<file path="config.mk">
export PLATFORM = sky130hd
export DESIGN_NAME = vga_sync_gen
export DESIGN_NICKNAME = d
export VERILOG_FILES = /design/src/rtl/vga_sync_gen.sv
export SDC_FILE = /design/constraint.sdc
export NUM_CORES = 1
export LEC_CHECK = 0
export BUFFER_PORTS_ARGS = -buffer_cell sky130_fd_sc_hd__buf_2
export CAP_MARGIN = 25
export CORE_ASPECT_RATIO = 0.75
export CORE_MARGIN = 2
export CORE_UTILIZATION = 50
export DETAILED_ROUTE_END_ITERATION = 10
export GPL_TIMING_DRIVEN = 0
export HOLD_SLACK_MARGIN = 0.06
export PLACE_DENSITY = 0.73
export SKIP_CTS_REPAIR_TIMING = 1
export SLEW_MARGIN = 30
export SYNTH_ARGS = -nofsm -noshare
export SYNTH_HDL_FRONTEND = slang
export SYNTH_SLANG_ARGS = --single-unit
</file>
<file path="constraint.sdc">
create_clock -name i_Clk -period 4.1 [get_ports i_Clk]
set_input_delay 0.41 -clock i_Clk [delete_from_list [all_inputs] [get_ports i_Clk]]
set_output_delay 0.41 -clock i_Clk [all_outputs]
set_load 0.01 [all_outputs]
</file>
<file path="src/rtl/vga_sync_gen.sv">
// Free-running VGA raster timing generator: nested column/row counters, sync pulses,
// active-video and start strobes, and a wrapping frame counter.
module vga_sync_gen #(
    parameter int   c_TOTAL_COLS   = 800,
    parameter int   c_TOTAL_ROWS   = 525,
    parameter int   c_ACTIVE_COLS  = 640,
    parameter int   c_ACTIVE_ROWS  = 480,
    parameter int   c_H_FRONT_PORCH = 16,
    parameter int   c_H_SYNC_WIDTH = 96,
    parameter int   c_V_FRONT_PORCH = 10,
    parameter int   c_V_SYNC_WIDTH = 2,
    parameter logic c_SYNC_ACTIVE  = 1'b0
) (
    input  logic       i_Clk,
    input  logic       i_Rst,
    output logic       o_HSync,
    output logic       o_VSync,
    output logic [9:0] o_Col_Count,
    output logic [9:0] o_Row_Count,
    output logic       o_Active,
    output logic       o_Line_Start,
    output logic       o_Frame_Start,
    output logic [7:0] o_Frame_Count
);

    localparam logic [9:0] LAST_COL   = 10'(c_TOTAL_COLS - 1);
    localparam logic [9:0] LAST_ROW   = 10'(c_TOTAL_ROWS - 1);
    localparam logic [9:0] ACT_COLS   = 10'(c_ACTIVE_COLS);
    localparam logic [9:0] ACT_ROWS   = 10'(c_ACTIVE_ROWS);
    localparam logic [9:0] HS_FIRST   = 10'(c_ACTIVE_COLS + c_H_FRONT_PORCH);
    localparam logic [9:0] HS_LAST    = 10'(c_ACTIVE_COLS + c_H_FRONT_PORCH + c_H_SYNC_WIDTH - 1);
    localparam logic [9:0] VS_FIRST   = 10'(c_ACTIVE_ROWS + c_V_FRONT_PORCH);
    localparam logic [9:0] VS_LAST    = 10'(c_ACTIVE_ROWS + c_V_FRONT_PORCH + c_V_SYNC_WIDTH - 1);

    logic [9:0] col_nxt;
    logic [9:0] row_nxt;
    logic       col_wrap;
    logic       frame_wrap;
    logic       running;

    // Decode from the next counter values so syncs and strobes line up with the counts.
    always_comb begin
        col_wrap   = (o_Col_Count == LAST_COL);
        frame_wrap = col_wrap && (o_Row_Count == LAST_ROW);
        col_nxt    = col_wrap ? 10'd0 : o_Col_Count + 10'd1;
        row_nxt    = o_Row_Count;
        if (col_wrap) begin
            row_nxt = (o_Row_Count == LAST_ROW) ? 10'd0 : o_Row_Count + 10'd1;
        end
    end

    always_ff @(posedge i_Clk) begin
        if (i_Rst) begin
            o_Col_Count   <= LAST_COL;
            o_Row_Count   <= LAST_ROW;
            o_HSync       <= ~c_SYNC_ACTIVE;
            o_VSync       <= ~c_SYNC_ACTIVE;
            o_Active      <= 1'b0;
            o_Line_Start  <= 1'b0;
            o_Frame_Start <= 1'b0;
            o_Frame_Count <= 8'd0;
            running       <= 1'b0;
        end else begin
            o_Col_Count   <= col_nxt;
            o_Row_Count   <= row_nxt;
            o_HSync       <= (col_nxt >= HS_FIRST && col_nxt <= HS_LAST) ? c_SYNC_ACTIVE : ~c_SYNC_ACTIVE;
            o_VSync       <= (row_nxt >= VS_FIRST && row_nxt <= VS_LAST) ? c_SYNC_ACTIVE : ~c_SYNC_ACTIVE;
            o_Active      <= (col_nxt < ACT_COLS) && (row_nxt < ACT_ROWS);
            o_Line_Start  <= (col_nxt == 10'd0);
            o_Frame_Start <= (col_nxt == 10'd0) && (row_nxt == 10'd0);
            running       <= 1'b1;
            // The wrap out of the reset position is not a completed frame.
            if (frame_wrap && running) begin
                o_Frame_Count <= o_Frame_Count + 8'd1;
            end
        end
    end

endmodule

</file>
==> impl_results.md <==
- Status: finished clean
- Flops & latches, synth: 34
- Core ar.: approximately 3600 um2
- Fillers: 359
- Die ar.: between 4000 and 5000 um2
- Register share of total power: 0.318
- Antenna Cells: 0
- Peak VDD IR: about 430 uV
- Worst slew margin: 0.628
- Setup Crit Path Kind: flip-flop to flip-flop
- Clk Tree Root Cell: clkbuf_8
- Starting Density: 0.514
- Met2 Resource Use GR: 0.272
- Post-synth cell types: between 40 and 50
- Synthesized area per cell: roughly 8.2 um2
- R2R Setup Slk: about 1.7 ns
- Worst hold slack: between 0.4 and 0.5 ns
- Crit path arrival time: around 2.6 ns
- CP required: between 4 and 5 ns
- Switch share: 0.424
- DRC: 0
- RSZ-0062 raised after global routing: false
- Post-route ant nets: 0
- Cell-internal power: approximately 0.8 mW
- Number of global-route vias before repair: about 1.4k
- CP peak stage delay: 0.44 ns
- Final setup vio count: 0
- Mapped Cells: approximately 230
- Iteration-0 DRC count of the detailed router: ~140
- Crit-path max FO: 9
- Top FF cell, synth: dfxtp_1
- Max Fclk: about 410 MHz
- Avg WL per Cell: 13.2 um
- Chip Width: between 70 and 80 um
- Worst Hold Path EP: running
- First-pass GRT wire length: 6.96 mm
- CP Buf/Inv Count: 2
- Met3 Usage GRT: 0.0503
- Clk_lat worst skew: about 0.28 ns
- Fin. Hold Viols: 0
- FF-to-FF End: o_VSync
- Global-route layer with the greatest usage: met1
- Worst-path clk slew: 0.07 ns
- Clock Path Buffers: 2
- Startpoint Class: flip-flop
- I/O pin total: 35
- Final #Nets: roughly 270
- Hold WC Path Type: input pin to flip-flop
- Sequential area share after synthesis: 0.366
- Min Clock Period, post-route: 2.43 ns
- CTS tree: yes
- Comb pwr share: 0.504
- LEAKAGE: roughly 0.96 nW
- FP Rows: 19
- Clock share of power: 0.178
- TritonCTS Buffers: 5
- Worst hold stages: 2
- Number of synthesized flops with an enable pin: 0
- R2r startpoint: o_Col_Count[0]
- CP top delay family: simple AND/OR/NAND/NOR gates
- DR vias: ~1.8k
- Mapped Nets: approximately 230
- TNS Setup: 0 ns
- Total global-route track usage: 0.214
- Mapped Area: ~1900 um2
- Pre-antenna DRT Iters: 4
- Sinks on Clock Net: 34
- Critical path, cell by cell: ha_1, and4_1, buf_4, and4_1, buf_4, nand4_1, xor2_1, nor4b_1, nand4_1
- Max-Cap Viols: 0
- Synth warn: 0
- M1 GR Usage: 0.347
- Worst path slowest cell: nor4b_1
- Ys async rst share: 0
- Vias per cell: ~5.5
- Share of cells above drive strength 1: 0.190
- DPL Wire Length: between 3 and 4 mm
- IO Port Bufs: 34
- Type of element capturing the critical path: flip-flop
- Cell area power density: 649 nW/um2
- Worst reg-to-reg path cell count: 9
- Slew @ Worst Pin: around 0.56 ns
- Crit share post-route: 0.593
- Routability Congestion: 0.891
- Synth-to-layout area growth: 17.6%
- Pin count of the biggest net entering global routing: 11
- Antenna violations before repair: 0
- Worst Clk Skew: between 0.008 and 0.009 ns
- Pwr Total: between 1 and 1.5 mW
- H-tree levels: 2
- Grt ovf: 0
- WL final: approximately 4.2 mm
- HP Start: i_Rst
- Sw Pwr: approximately 0.6 mW
- Die height: ~57 um
- Max-slew violations: 0
==> layout by cell type, fill, tap and decap left out, types with 2 or more instances in the layout <==
| cell | netlist | routed |
|---|---|---|
| a21o_1 | 3 | 3 |
| a21oi_1 | 10 | 10 |
| and3_1 | 10 | 10 |
| and4_1 | 6 | 6 |
| buf_2 | 5 | 39 |
| buf_4 | 2 | 2 |
| clkbuf_1 | 9 | 10 |
| clkbuf_8 | 0 | 6 |
| dfxtp_1 | 34 | 34 |
| ha_1 | 5 | 5 |
| inv_1 | 5 | 5 |
| nand2_1 | 18 | 18 |
| nand2b_1 | 4 | 4 |
| nand3_1 | 9 | 9 |
| nand4_1 | 7 | 7 |
| nor2_1 | 22 | 22 |
| nor2b_1 | 2 | 2 |
| nor3_1 | 11 | 11 |
| o2111a_1 | 2 | 2 |
| o21ai_0 | 14 | 14 |
| o31ai_1 | 2 | 2 |
| or3_1 | 4 | 4 |
| xnor2_1 | 9 | 9 |
| xor2_1 | 9 | 9 |
==> cell type report <==
| class | count | area, um2 | share of cell area |
|---|---|---|---|
| sequential | 34 | 681 | 0.312 |
| multi-input combinational | 168 | 1060 | 0.487 |
| clock buffer | 7 | 86.3 | 0.0395 |
| clock inverter | 1 | 5.00 | 0.00229 |
| inverter | 6 | 22.5 | 0.0103 |
| buffer | 18 | 90.1 | 0.0412 |
| tap | 52 | 65.1 | 0.0298 |
| timing repair buffer | 34 | 170 | 0.0779 |
==> power groups by stage <==
stage                     Clock, mW  Sequential (mW)  Combinational (mW)
after detailed placement          0            0.458               0.699
after global routing          0.276            0.461               0.788
after CTS                     0.259            0.451               0.708
final                         0.252            0.451               0.714
after floorplan                   0            0.477               0.502
after global placement            0            0.456               0.697
==> routing by layer <==
metal	vias up	routed length, um
li1	898	-
met1	793	2190
met2	69	1660
met5	-	0
met4	0	40
met3	5	334
==> state kept, by name, indices dropped and copies added, names as in the netlist <==
register / cells
o_Col_Count: 10
o_Row_Count: 10
o_Frame_Count: 8
o_Active: 1
o_Frame_Start: 1
o_HSync: 1
o_Line_Start: 1
o_VSync: 1
running: 1
==> per-stage QoR <==
stage | util | cell area, um2 | setup WS [ns] | cells
2_1_floorplan | - | 1860 | 1.88 | 226
3_3_place_gp | 0.579 | 2090 | 1.72 | 312
3_5_place_dp | 0.579 | 2090 | 1.68 | 312
4_1_cts | 0.605 | 2180 | 1.66 | 320
5_1_grt | 0.605 | 2180 | 1.43 | 320
6_report | 0.605 | 2180 | 1.67 | 320
==> how the worst max path moves through the flow <==
stage                               from               end  cells after the start
after floorplan           o_Col_Count[0]  o_Frame_Count[7]                     10
after global placement    o_Col_Count[0]           o_VSync                      9
after detailed placement  o_Col_Count[0]           o_VSync                      9
after CTS                 o_Col_Count[0]           o_VSync                      9
after global routing      o_Col_Count[0]           o_VSync                      9
final                     o_Col_Count[0]           o_VSync                      9
==> cells by family after synthesis <==
kind of cell | share of synthesized area
AOI/OAI and AO/OA | 0.162
xor gates and xnor gates | 0.0849
buffers and inverters | 0.0606
DFF | 0.366
and+or+nand+nor | 0.288
muxes | 0.00539
adders and majority gates | 0.0337
==> synth_stat cells, types with 2 or more instances <==
| master | number | share of area |
|---|---|---|
| nand3_1 | 9 | 0.024 |
| inv_1 | 5 | 0.010 |
| a21o_1 | 3 | 0.012 |
| xor2_1 | 9 | 0.042 |
| and4_1 | 6 | 0.028 |
| and3_1 | 10 | 0.034 |
| nor3_1 | 11 | 0.030 |
| clkbuf_1 | 9 | 0.018 |
| buf_2 | 5 | 0.013 |
| nand2b_1 | 4 | 0.013 |
| nand4_1 | 7 | 0.024 |
| nand2_1 | 18 | 0.036 |
| ha_1 | 5 | 0.034 |
| or3_1 | 4 | 0.013 |
| a21oi_1 | 10 | 0.027 |
| o31ai_1 | 2 | 0.0081 |
| o21ai_0 | 14 | 0.038 |
| nor2b_1 | 2 | 0.0067 |
| xnor2_1 | 9 | 0.042 |
| dfxtp_1 | 34 | 0.37 |
| nor2_1 | 22 | 0.044 |
| buf_4 | 2 | 0.0081 |
| o2111a_1 | 2 | 0.012 |
Power figures use the tool's default switching activity.
